**src/rtl/sweep_sequencer.sv**
```systemverilog
// sweep_sequencer: control-side initiator for the shared up/down address counter.
// On start, loads the counter with base and steps it through len consecutive
// addresses (up or down), tracks the expected address and flags feedback errors.
//
// Ports:
//   clk, rst_n           clock, synchronous active-low reset
//   start, dir, base, len sweep request and its parameters (latched at start)
//   stall                consumer back-pressure, holds the current address
//   count                feedback from the counter's count output
//   cnt_en/load/dn/data  drive the counter's en/load/dn/data inputs
//   addr_valid           count holds a sweep address this cycle
//   busy                 high in LOAD and RUN
//   done                 one-cycle completion pulse
//   err                  sticky feedback-mismatch flag
module sweep_sequencer #(
    parameter int unsigned WIDTH = 4
) (
    input  logic             clk,
    input  logic             rst_n,
    input  logic             start,
    input  logic             dir,
    input  logic [WIDTH-1:0] base,
    input  logic [WIDTH-1:0] len,
    input  logic             stall,
    input  logic [WIDTH-1:0] count,
    output logic             cnt_en,
    output logic             cnt_load,
    output logic             cnt_dn,
    output logic [WIDTH-1:0] cnt_data,
    output logic             addr_valid,
    output logic             busy,
    output logic             done,
    output logic             err
);

    typedef enum logic [1:0] {
        S_IDLE = 2'd0,
        S_LOAD = 2'd1,
        S_RUN  = 2'd2,
        S_DONE = 2'd3
    } state_e;

    localparam logic [WIDTH-1:0] ONE  = WIDTH'(1);
    localparam logic [WIDTH-1:0] ZERO = WIDTH'(0);

    state_e           state_q, state_d;
    logic [WIDTH-1:0] base_q, base_d;
    logic [WIDTH-1:0] len_q, len_d;
    logic [WIDTH-1:0] exp_q, exp_d;
    logic [WIDTH-1:0] rem_q, rem_d;
    logic             dir_q, dir_d;
    logic             err_q, err_d;

    // State and datapath registers
    always_ff @(posedge clk) begin
        if (!rst_n) begin
            state_q <= S_IDLE;
            base_q  <= ZERO;
            len_q   <= ZERO;
            exp_q   <= ZERO;
            rem_q   <= ZERO;
            dir_q   <= 1'b0;
            err_q   <= 1'b0;
        end else begin
            state_q <= state_d;
            base_q  <= base_d;
            len_q   <= len_d;
            exp_q   <= exp_d;
            rem_q   <= rem_d;
            dir_q   <= dir_d;
            err_q   <= err_d;
        end
    end

    // Next-state and datapath update
    always_comb begin
        state_d = state_q;
        base_d  = base_q;
        len_d   = len_q;
        exp_d   = exp_q;
        rem_d   = rem_q;
        dir_d   = dir_q;
        err_d   = err_q;

        case (state_q)
            S_IDLE: begin
                if (start) begin
                    err_d = 1'b0;
                    if (len != ZERO) begin
                        base_d  = base;
                        len_d   = len;
                        dir_d   = dir;
                        state_d = S_LOAD;
                    end else begin
                        // Empty sweep: no counter activity, just the done pulse
                        state_d = S_DONE;
                    end
                end
            end
            S_LOAD: begin
                rem_d   = len_q;
                exp_d   = base_q;
                state_d = S_RUN;
            end
            S_RUN: begin
                if (!stall) begin
                    rem_d = rem_q - ONE;
                    // Modulo-2^WIDTH wrap mirrors the counter's own wrap
                    exp_d = dir_q ? (exp_q - ONE) : (exp_q + ONE);
                    if (rem_q == ONE) begin
                        state_d = S_DONE;
                    end
                end
            end
            S_DONE: begin
                state_d = S_IDLE;
            end
            default: begin
                state_d = S_IDLE;
            end
        endcase

        // Feedback check while the counter is expected to hold a sweep address
        if (state_q == S_RUN && count != exp_q) begin
            err_d = 1'b1;
        end
    end

    // Counter is never stepped past the last address (rem_q == 1)
    assign cnt_en     = (state_q == S_LOAD) ||
                        ((state_q == S_RUN) && !stall && (rem_q != ONE));
    assign cnt_load   = (state_q == S_LOAD);
    assign cnt_dn     = dir_q;
    assign cnt_data   = base_q;
    assign addr_valid = (state_q == S_RUN);
    assign busy       = (state_q == S_LOAD) || (state_q == S_RUN);
    assign done       = (state_q == S_DONE);
    assign err        = err_q;

endmodule

```
**config.mk**
```make
export PLATFORM = sky130hd
export DESIGN_NAME = sweep_sequencer
export DESIGN_NICKNAME = d
export VERILOG_FILES = /design/src/rtl/sweep_sequencer.sv
export SDC_FILE = /design/constraint.sdc
export NUM_CORES = 1
export LEC_CHECK = 0
export ABC_CLOCK_PERIOD_IN_PS = 2520
export CAP_MARGIN = 30
export CORE_MARGIN = 3
export CORE_UTILIZATION = 40
export CTS_CLUSTER_DIAMETER = 60
export DETAILED_ROUTE_END_ITERATION = 6
export PLACE_DENSITY = 0.78
export SETUP_SLACK_MARGIN = 0.3
export SLEW_MARGIN = 25
export SYNTH_ARGS = -nofsm -noshare
export SYNTH_HDL_FRONTEND = slang
export SYNTH_SLANG_ARGS = --single-unit
```
**constraint.sdc**
```tcl
create_clock -name clk -period 2.52 [get_ports clk]
set_input_delay 0.63 -clock clk [delete_from_list [all_inputs] [get_ports clk]]
set_output_delay 0.63 -clock clk [all_outputs]
set_load 0.05 [all_outputs]
```
## Word-level counts from Yosys, hierarchy flattened

Cells that the tools add are included.

| word-level totals | value |
|---|---|
| register bits after elaboration | 20 |
| latch bits | 0 |
| memory bits (writable) | 0 |
| memory bits (read-only) | 0 |
| bits of input ports | 17 |
| output and inout bits | 11 |
| logic and storage cells | 47 |
| memories kept | 0 |

| cells by class | value |
|---|---|
| add/sub/neg operators | 3 |
| multipliers | 0 |
| div/mod/pow operators | 0 |
| $lt $le $gt $ge | 0 |
| eq/ne operators | 9 |
| shift-type cells | 0 |
| multiplexer cells | 13 |
| bitwise gates (word level) | 0 |
| reductions and logical operators | 15 |

Operators by type and width:

| operator | number |
|---|---|
| case mux 4 bit (2 select lines) | 2 |
| 2-to-1 mux 4 bit | 3 |
| 2-to-1 mux 2 bit | 4 |
| case mux 2 bit (4 select lines) | 1 |
| subtractor 4 x 1 -> 4 bit, second input constant | 2 |
| AND reduction 3 bit | 2 |
| nonzero test 2 bit | 3 |
| adder 4 x 1 -> 4 bit, second input constant | 1 |
| == test 2 bit, second input constant | 2 |
| == test 4 x 1 -> 1 bit, second input constant | 1 |
| inequality test 2 bit, second input constant | 2 |
| inequality test 4 x 1 -> 1 bit, second input constant | 1 |
| inequality test 4 bit | 1 |
| AND reduction 2 bit | 2 |
| nonzero test 4 bit | 1 |
| logical AND 1 bit | 3 |
| 2-to-1 mux 1 bit | 3 |
| == test 2 x 1 -> 1 bit, second input constant | 1 |
| zero test 2 bit | 1 |
| logical OR 1 bit | 2 |
| inequality test 2 x 1 -> 1 bit, second input constant | 1 |
| zero test 1 bit | 1 |

## Logic depth before layout (Yosys ltp)

Gate-level depths: netlist of run 1.

| logic depth | value |
|---|---|
| depth in word-level cells | 4 |
| depth in mapped cells | 8 |
| mapped depth without buffers | 6 |

## Worst setup path after synthesis of run 1

No wires, ideal clock.

| path | value |
|---|---|
| kind | flip-flop to output port |
| start point | reg state_q[0] |
| end point | out cnt_en |
| arrival | 2.263 ns |
| data required time | 1.890 ns |
| slack | -0.373 ns |
| cell stages (with the launch flop) | 7 |
| buffers on the path | 2 |
| cells stage by stage | dfxtp_1 inv_1 ha_1 buf_2 buf_2 nand2_1 o21bai_1 |

| between the ends | value |
|---|---|
| cells in the longest elaborated chain, start to end | 4 |
| elaborated cells between the ends (all ways) | 5 |
| classes of those cells | eq/ne (2); reduce/logical (3) |

Ends and longest elaborated chain:

| item | line | source |
|---|---|---|
| start: declaration | 46 | `state_e state_q, state_d;` |
| start signal: assignment | 65 | `state_q <= state_d;` |
| == test 2 bit | - |  |
| net addr_valid | 30 | `output logic addr_valid,` |
| logical AND 1 bit (2 in series) | 131 | `((state_q == S_RUN) && !stall && (rem_q != ONE));` |
| logical OR 1 bit | 130 | `assign cnt_en = (state_q == S_LOAD) \|\|` |
| end: declaration | 26 | `output logic cnt_en,` |

The timed path passes the listed nets, and every way through them passes these cells.

## Final worst setup path of run 1

| path | value |
|---|---|
| start point | reg rem_q[1] |
| end point | out cnt_en |

| between the ends | value |
|---|---|
| cells in the longest elaborated chain, start to end | 3 |

Ends and longest elaborated chain:

| item | line | source |
|---|---|---|
| start: declaration | 50 | `logic [WIDTH-1:0] rem_q, rem_d;` |
| start signal: assignment | 69 | `rem_q <= rem_d;` |
| inequality test 4 x 1 -> 1 bit | 131 |  |
| logical AND 1 bit | 131 |  |
| logical OR 1 bit | 130 |  |

Every way passes these cells.

==> results of run 1 <==
## worst min-delay path by stage
stage,from,to,slack [ns]
after floorplan,len_q[3],len_q[3],0.44
after CTS,cnt_data[2],cnt_data[2],0.50
final,cnt_data[2],cnt_data[2],0.49
after detailed placement,cnt_data[2],cnt_data[2],0.48
after global routing,err,err,0.53
after global placement,err,err,0.47
## kinds of logic (layout without fill, tap and decap cells)
group | count (synthesis) | count (layout) | synth area share (%)
flops | 20 | 20 | 32.9
buf+inv | 13 | 41 | 4.31
simple gates | 49 | 49 | 21.5
fa+ha+maj | 10 | 10 | 10.9
mux | 6 | 6 | 4.93
compound gates | 33 | 33 | 22.0
xor+xnor | 5 | 5 | 3.59
## repair_timing
action | in CTS | in global routing
gates resized for setup | 6 | 3
setup buffers | 1 | 1
endpoints found under the setup margin | 4 | 3
## routing by layer
metal | vias up | global-route usage [%]
met3 | 4 | 1.47
met1 | 505 | 20.0
met5 | - | 0
met4 | 0 | 7.12
li1 | 537 | -
met2 | 26 | 27.5
## metrics by stage
| step | worst slack (ns) | utilization, % | area, µm² | cells | power [µW] |
|---|---|---|---|---|---|
| 2_1_floorplan | 0.332 | - | 1240 | 136 | 1250 |
| 3_3_place_gp | 0.401 | 54.2 | 1530 | 189 | 1500 |
| 3_5_place_dp | 0.366 | 54.2 | 1530 | 189 | 1520 |
| 4_1_cts | 0.309 | 55.8 | 1580 | 194 | 1720 |
| 5_1_grt | 0.269 | 56.0 | 1590 | 195 | 1850 |
| 6_report | 0.337 | 56.0 | 1590 | 195 | 1720 |
## cells in the final DEF (no fill, tap or decap), drive strengths merged, types with 4 or more instances in the layout
master         count
nor2               6
ha                 9
xor2               4
inv                8
mux2i              6
clkdlybuf4s50     21
nor2b              8
buf                5
clkbuf             5
o21ai              4
dfxtp             20
a21boi             8
nand2             21
## cell type report
type / instances / area share, %
multi-input combinational: 103 / 50.1
inverter: 8 / 1.89
timing repair buffer: 29 / 17.8
tap: 31 / 2.45
clock buffer: 4 / 2.29
sequential: 20 / 25.4
## report_power, final
group	internal (µW)	leakage (µW)	switching [µW]
Combinational	424	0.000436	612
Clock	88.2	0.0000210	101
Sequential	402	0.000165	88.3
## worst max-delay path: stages (launching register included)
cell	delay, ns
dfxtp_2	0.34
inv_1	0.07
ha_1	0.13
or3b_4	0.40
nand2_2	0.10
o21bai_4	0.07
buf_12	0.15
## sequential cells by signal (all words and copies together) (netlist names)
name / count
rem_q: 4
err: 1
len_q: 4
state_q: 2
exp_q: 4
cnt_data: 4
cnt_dn: 1
==> flow_metrics.py, run 1 <==
metrics = {
    "run_status": {
        "status": "completed",
    },
    "die": {
        "fp.coreArea_um2": 2830,
        "die_width_um": 61.2,
        "initial_core_util_pct": 43.1,
        "dieHeight_um": 61.2,
        "boundaryPins": 28,
        "die_area_um2": 3740,
        "num_rows": 19,
    },
    "detailed_routing": {
        "wl_met2_mm": 1.34,
        "vias": 1072,
        "drt_pre_antenna_iters": 4,
        "ant_nets": 0,
        "top_layer": "met4",
        "viasPerCell": 5.50,
        "drt-met1-wl_mm": 1.15,
        "initialDrtViolationCount": 31,
        "routedWlPerCell_um": 13.5,
        "drc": 0,
        "routed-wl-met3_um": 93,
        "totalWireLength_mm": 2.63,
    },
    "min_path": {
        "hold_depth": 2,
        "hp-class": "flip-flop to flip-flop",
    },
    "setup_path": {
        "crit_path_max_fanout": 2,
        "crit_type": "flip-flop to output port",
        "r2r-end": "rem_q[2]",
        "critPathCaptureType": "output port",
        "r2r-start": "state_q[1]",
        "r2r_slack_ns": 0.70,
        "reg2regPathDepth": 6,
        "crit_required_ns": 1.89,
        "cp-start-kind": "flip-flop",
        "startpoint": "rem_q[1]",
        "cp.arrival_ns": 1.55,
        "critical_path.endpoint": "cnt_en",
    },
    "timing": {
        "fin_crit_ns": 2.18,
        "hold_viol": 0,
        "finClkSkew_ns": 0.00287,
        "setup_viol": 0,
        "slew_headroom_pct": 59.0,
        "fin_crit_sh_pct": 86.6,
        "tns_ns": 0,
        "fmax_ghz": 0.458,
        "worst_hold_slack_ns": 0.489,
        "rsz0062_at_grt": "true",
        "worst_pin_slew_ns": 0.612,
        "maxSlewViolCount": 0,
    },
    "global_route": {
        "grt_pass1_vias": 1047,
        "grt_remaining_overflow": 0,
        "grt_max_degree": 24,
        "grt_pass1_wl_mm": 4.51,
        "grt.total_usage_pct": 15.9,
        "antenna_found_initial": 0,
    },
    "clock_tree": {
        "cts_buffer_depth": 2,
        "cts_sinks": 20,
        "h-tree-depth": 1,
        "clk_pin_slew_ns": 0.11,
        "numCtsBuffers": 3,
        "cts_tree": "yes",
        "root_buffer": "clkbuf_4",
        "clock_latency_ns": 0.30,
        "hold_buffers": 0,
    },
    "synthesis": {
        "syn-num-nets": 163,
        "ys.flop_type": "dfxtp_1",
        "synth_cell_type_count": 39,
        "yosys_warnings": 0,
        "ys_seq_area_share_pct": 32.9,
        "synth.most_common_cell": "nand2_1",
        "synth-seq-cells": 20,
        "yosysTopAreaCell": "dfxtp_1",
        "syn_avg_cell_area_um2": 8.96,
        "synth_top_cells_by_count": "nand2_1, dfxtp_1, ha_1",
        "async_reset_ff_share_pct": 0,
        "synth_area_um2": 1220,
        "synth-edff-count": 0,
        "synth_top_area_share_pct": 32.9,
        "ys_top_cells_by_area": "dfxtp_1, ha_1, nand2_1, mux2i_1, a21boi_0",
        "syn_inst": 136,
    },
    "finish": {
        "multi_input_area_um2": 795,
        "ff_latch_area_um2": 403,
        "drive_gt1_share_pct": 13.4,
        "area_growth_pct": 30.1,
        "num-fill-cells": 249,
        "final_nets": 192,
        "antennaDiodeCount": 0,
    },
    "place": {
        "port_buffers": 27,
        "gp_congestion": 0.783,
        "dp_hpwl_mm": 2.01,
    },
    "pwr": {
        "powerDensity_nw_per_um2": 1080,
        "irDropWorstVdd_mv": 0.694,
        "p_leak_uw": 0.000622,
    },
    "flow_run": {
        "drv_cap": 0,
    },
}
Power figures use the tool's default switching activity.
==> inputs of run 2 (changes only) <==
--- a/config.mk
+++ b/config.mk
@@ -7,7 +7,7 @@
 export LEC_CHECK = 0
 export ABC_CLOCK_PERIOD_IN_PS = 2520
 export CAP_MARGIN = 30
-export CORE_MARGIN = 3
+export CORE_MARGIN = 1
 export CORE_UTILIZATION = 40
 export CTS_CLUSTER_DIAMETER = 60
 export DETAILED_ROUTE_END_ITERATION = 6
==> flow_metrics.py, run 2 (synthesized netlist as in run 1, its figures left out) <==
metrics = {
    "detailed_routing": {
        "drc": 0,
        "viasPerCell": 5.53,
        "initialDrtViolationCount": 11,
        "routedWlPerCell_um": 14.0,
        "drt_pre_antenna_iters": 4,
        "vias": 1079,
        "totalWireLength_mm": 2.72,
        "ant_nets": 0,
    },
    "die": {
        "die_area_um2": 3270,
        "die_width_um": 57.2,
        "dieHeight_um": 57.2,
        "boundaryPins": 28,
        "fp.coreArea_um2": 2830,
        "num_rows": 19,
        "initial_core_util_pct": 43.1,
    },
    "timing": {
        "tns_ns": 0,
        "setup_viol": 0,
        "hold_viol": 0,
        "rsz0062_at_grt": "false",
        "slew_headroom_pct": 58.7,
        "worst_pin_slew_ns": 0.618,
        "fin_crit_sh_pct": 86.4,
        "fin_crit_ns": 2.18,
        "finClkSkew_ns": 0.00625,
        "maxSlewViolCount": 0,
        "fmax_ghz": 0.459,
    },
    "finish": {
        "drive_gt1_share_pct": 13.4,
        "finalInstanceArea_um2": 1630,
        "area_growth_pct": 33.4,
        "mostFrequentLayoutCells": "nand2_1, clkdlybuf4s50_1, dfxtp_1",
        "final_nets": 192,
        "antennaDiodeCount": 0,
    },
    "clock_tree": {
        "cts_sinks": 20,
        "h-tree-depth": 1,
        "hold_buffers": 0,
        "cts_buffer_depth": 2,
        "root_buffer": "clkbuf_4",
        "clock_latency_ns": 0.30,
        "cts_tree": "yes",
        "clk_pin_slew_ns": 0.13,
        "numCtsBuffers": 3,
    },
    "place": {
        "dpl_cell_area_um2": 1530,
        "port_buffers": 27,
        "dp_hpwl_mm": 2.01,
        "gp_congestion": 0.810,
    },
    "flow_run": {
        "drv_cap": 0,
    },
    "global_route": {
        "grt.total_usage_pct": 17.0,
        "grt_pass1_vias": 989,
        "antenna_found_initial": 0,
        "grt_max_degree": 24,
        "grt_pass1_wl_mm": 4.35,
        "grt_remaining_overflow": 0,
    },
    "setup_path": {
        "crit_required_ns": 1.89,
        "cp.arrival_ns": 1.55,
        "cp-start-kind": "flip-flop",
        "critPathCaptureType": "output port",
        "crit_path_max_fanout": 6,
        "crit_type": "flip-flop to output port",
    },
    "run_status": {
        "status": "completed",
    },
    "pwr": {
        "p_leak_uw": 0.000652,
        "powerDensity_nw_per_um2": 1120,
        "irDropWorstVdd_mv": 0.745,
    },
    "min_path": {
        "hp-class": "flip-flop to flip-flop",
    },
}
==> run 2: layout make-up <==
| type | count | area (µm²) |
|---|---|---|
| Sequential cell | 20 | 405 |
| Tap cell | 31 | 38.8 |
| Inverter | 8 | 30.0 |
| Clock inverter | 1 | 30.0 |
| Clock buffer | 3 | 22.5 |
| Multi-Input combinational cell | 103 | 810 |
| Timing Repair Buffer | 29 | 289 |
| Fill cell | 230 | 1200 |
==> run 2: timing repair <==
| action | in CTS | in global routing |
|---|---|---|
| pin swaps | 0 | 2 |
| setup endpoints to repair | 4 | 2 |
| resized for setup | 7 | 5 |
| setup buffers | 1 | 1 |
==> run 2: critical path, stage by stage (launching register included) <==
cell and delay (ns):
dfxtp_4 0.41, ha_4 0.13, or3b_4 0.41, nand2_4 0.08
o21bai_4 0.06, buf_12 0.15
==> run 2: worst paths after layout <==
| path | start | to | slack, ns | cells after the start |
|---|---|---|---|---|
| min reg2reg | cnt_data[2] | cnt_data[2] | 0.51 | 2 |
| max reg2reg | state_q[1] | rem_q[2] | 0.64 | 6 |
| max | rem_q[0] | cnt_en | 0.34 | 5 |
| min | cnt_data[2] | cnt_data[2] | 0.51 | 2 |
==> run 2: through the flow <==
| stage | utilization (%) | total power (µW) | hold slack, ns | std cells | setup WS, ns |
|---|---|---|---|---|---|
| after floorplan | - | 1250 | 0.443 | 136 | 0.332 |
| after global placement | 54.2 | 1490 | 0.471 | 189 | 0.402 |
| after detailed placement | 54.2 | 1520 | 0.496 | 189 | 0.379 |
| after CTS | 56.5 | 1790 | 0.515 | 194 | 0.306 |
| after global routing | 57.5 | 1930 | 0.530 | 195 | 0.301 |
| final | 57.5 | 1820 | 0.511 | 195 | 0.343 |
==> run 2: routing by layer <==
layer | share of wire [%] | up-vias | GRT usage, %
li1 | - | 538 | -
met1 | 48 | 517 | 22.8
met2 | 48 | 22 | 27.6
met3 | 2.6 | 2 | 1.59
met4 | 0.99 | 0 | 8.01
met5 | 0 | - | 0
==> run 2: power breakdown <==
| part | internal (µW) | switching [µW] |
|---|---|---|
| Sequential | 403 | 95.2 |
| Clock | 161 | 106 |
| Combinational | 428 | 625 |
==> inputs of run 3 (changes only) <==
--- a/config.mk
+++ b/config.mk
@@ -8,10 +8,10 @@
 export ABC_CLOCK_PERIOD_IN_PS = 2520
 export CAP_MARGIN = 30
 export CORE_MARGIN = 1
-export CORE_UTILIZATION = 40
+export CORE_UTILIZATION = 53
 export CTS_CLUSTER_DIAMETER = 60
 export DETAILED_ROUTE_END_ITERATION = 6
-export PLACE_DENSITY = 0.78
+export PLACE_DENSITY = 0.95
 export SETUP_SLACK_MARGIN = 0.3
 export SLEW_MARGIN = 25
 export SYNTH_ARGS = -nofsm -noshare
==> flow_metrics.py, run 3 (synthesized netlist as in run 1, its figures left out) <==
metrics = {
    "detailed_routing": {
        "viasPerCell": 5.93,
        "drt_pre_antenna_iters": 4,
        "ant_nets": 0,
        "routedWlPerCell_um": 17.0,
        "totalWireLength_mm": 3.28,
        "drc": 0,
        "vias": 1145,
        "initialDrtViolationCount": 40,
    },
    "place": {
        "port_buffers": 27,
        "pre_cts_slack_ns": 0.372,
        "gp_congestion": 0.876,
        "dp_hpwl_mm": 2.23,
    },
    "global_route": {
        "antenna_found_initial": 0,
        "grt_remaining_overflow": 0,
        "grt.total_usage_pct": 27.4,
        "grt_pass1_vias": 1100,
        "grt_max_degree": 24,
        "grt_pass1_wl_mm": 5.02,
    },
    "clock_tree": {
        "cts_buffer_depth": 2,
        "clk_pin_slew_ns": 0.12,
        "cts_tree": "yes",
        "h-tree-depth": 1,
        "clock_latency_ns": 0.31,
        "hold_buffers": 0,
        "numCtsBuffers": 3,
        "cts_sinks": 20,
        "root_buffer": "clkbuf_4",
    },
    "pwr": {
        "netSwitchingFraction_pct": 48.3,
        "p_int_uw": 930,
        "p_sw_uw": 870,
        "combPwrFrac_pct": 61.5,
        "p_leak_uw": 0.000638,
        "power_frac_clock_pct": 10.7,
        "powerDensity_nw_per_um2": 1110,
        "power.total_uw": 1800,
        "seqPwrFrac_pct": 27.8,
        "irDropWorstVdd_mv": 0.992,
    },
    "die": {
        "num_rows": 16,
        "dieHeight_um": 50.0,
        "die_area_um2": 2500,
        "initial_core_util_pct": 59.1,
        "boundaryPins": 28,
        "die_width_um": 50.0,
        "fp.coreArea_um2": 2060,
    },
    "timing": {
        "fmax_ghz": 0.459,
        "setup_viol": 0,
        "slew_headroom_pct": 59.5,
        "maxSlewViolCount": 0,
        "worst_pin_slew_ns": 0.606,
        "hold_viol": 0,
        "fin_crit_sh_pct": 86.5,
        "rsz0062_at_grt": "false",
        "setup_slack_ns": 0.340,
        "tns_ns": 0,
        "finClkSkew_ns": 0.00587,
        "fin_crit_ns": 2.18,
    },
    "finish": {
        "area_growth_pct": 32.6,
        "mostFrequentLayoutCells": "clkdlybuf4s50_1, nand2_1, dfxtp_1",
        "drive_gt1_share_pct": 14.5,
        "mostFrequentLayoutCell": "clkdlybuf4s50_1",
        "antennaDiodeCount": 0,
        "final_core_util_pct": 78.4,
        "final_nets": 194,
    },
    "min_path": {
        "hp-class": "flip-flop to flip-flop",
    },
    "setup_path": {
        "cp.arrival_ns": 1.55,
        "critPathCaptureType": "output port",
        "crit_type": "flip-flop to output port",
        "cp-start-kind": "flip-flop",
        "crit_required_ns": 1.89,
        "crit_path_max_fanout": 2,
    },
    "run_status": {
        "status": "completed",
    },
    "flow_run": {
        "drv_cap": 0,
    },
}
[run 3: final cells by class]
class / instances / area (µm²)
Inverter: 8 / 30.0
Fill cell: 129 / 445
Timing Repair Buffer: 31 / 302
Multi-Input combinational cell: 103 / 810
Tap cell: 27 / 33.8
Clock buffer: 4 / 36.3
Sequential cell: 20 / 405
[run 3: metal layers]
metal / GRT usage (%) / routed length [µm] / vias to the layer above
met4: 16.2 / 104 / 0
met5: 0 / 0 / -
met1: 29.5 / 1260 / 548
li1: - / - / 545
met2: 51.8 / 1790 / 43
met3: 1.54 / 126 / 9
[run 3: critical path, stage by stage (launching register included)]
cell and delay (ns):
dfxtp_2 0.35, inv_2 0.08, ha_4 0.12, or3b_4 0.39, nand2_4 0.08, o21bai_4 0.06, buf_12 0.15
[run 3: power groups by stage]
| stage | Clock (µW) | Combinational [µW] | Sequential, µW |
|---|---|---|---|
| floorplan | 0 | 717 | 532 |
| global placement | 0 | 991 | 490 |
| detailed placement | 0 | 1040 | 497 |
| CTS | 194 | 1060 | 487 |
| global route | 207 | 1170 | 508 |
| finish | 193 | 1110 | 500 |
[run 3: path summary, 6_finish.rpt]
kind	from	endpoint	slack (ns)	cells past startpoint
worst max register to register	state_q[1]	rem_q[0]	0.52	6
worst max-delay path	rem_q[1]	cnt_en	0.34	6
worst min-delay path	err	err	0.49	2
worst min register to register	err	err	0.49	2
[run 3: per-stage QoR]
step                hold WS, ns  area [µm²]  instances
finish                    0.486        1620        193
global route              0.510        1620        193
CTS                       0.486        1570        190
detailed placement        0.468        1530        185
global placement          0.466        1530        185
floorplan                 0.443        1240        136
[run 3: what timing repair did]
action | 4_1_cts | 5_1_grt
buffers inserted | 1 | 3
gates resized for setup | 6 | 5
pin swaps | 0 | 2
endpoints found under the hold margin | 0 | 0
endpoints found under the setup margin | 4 | 1
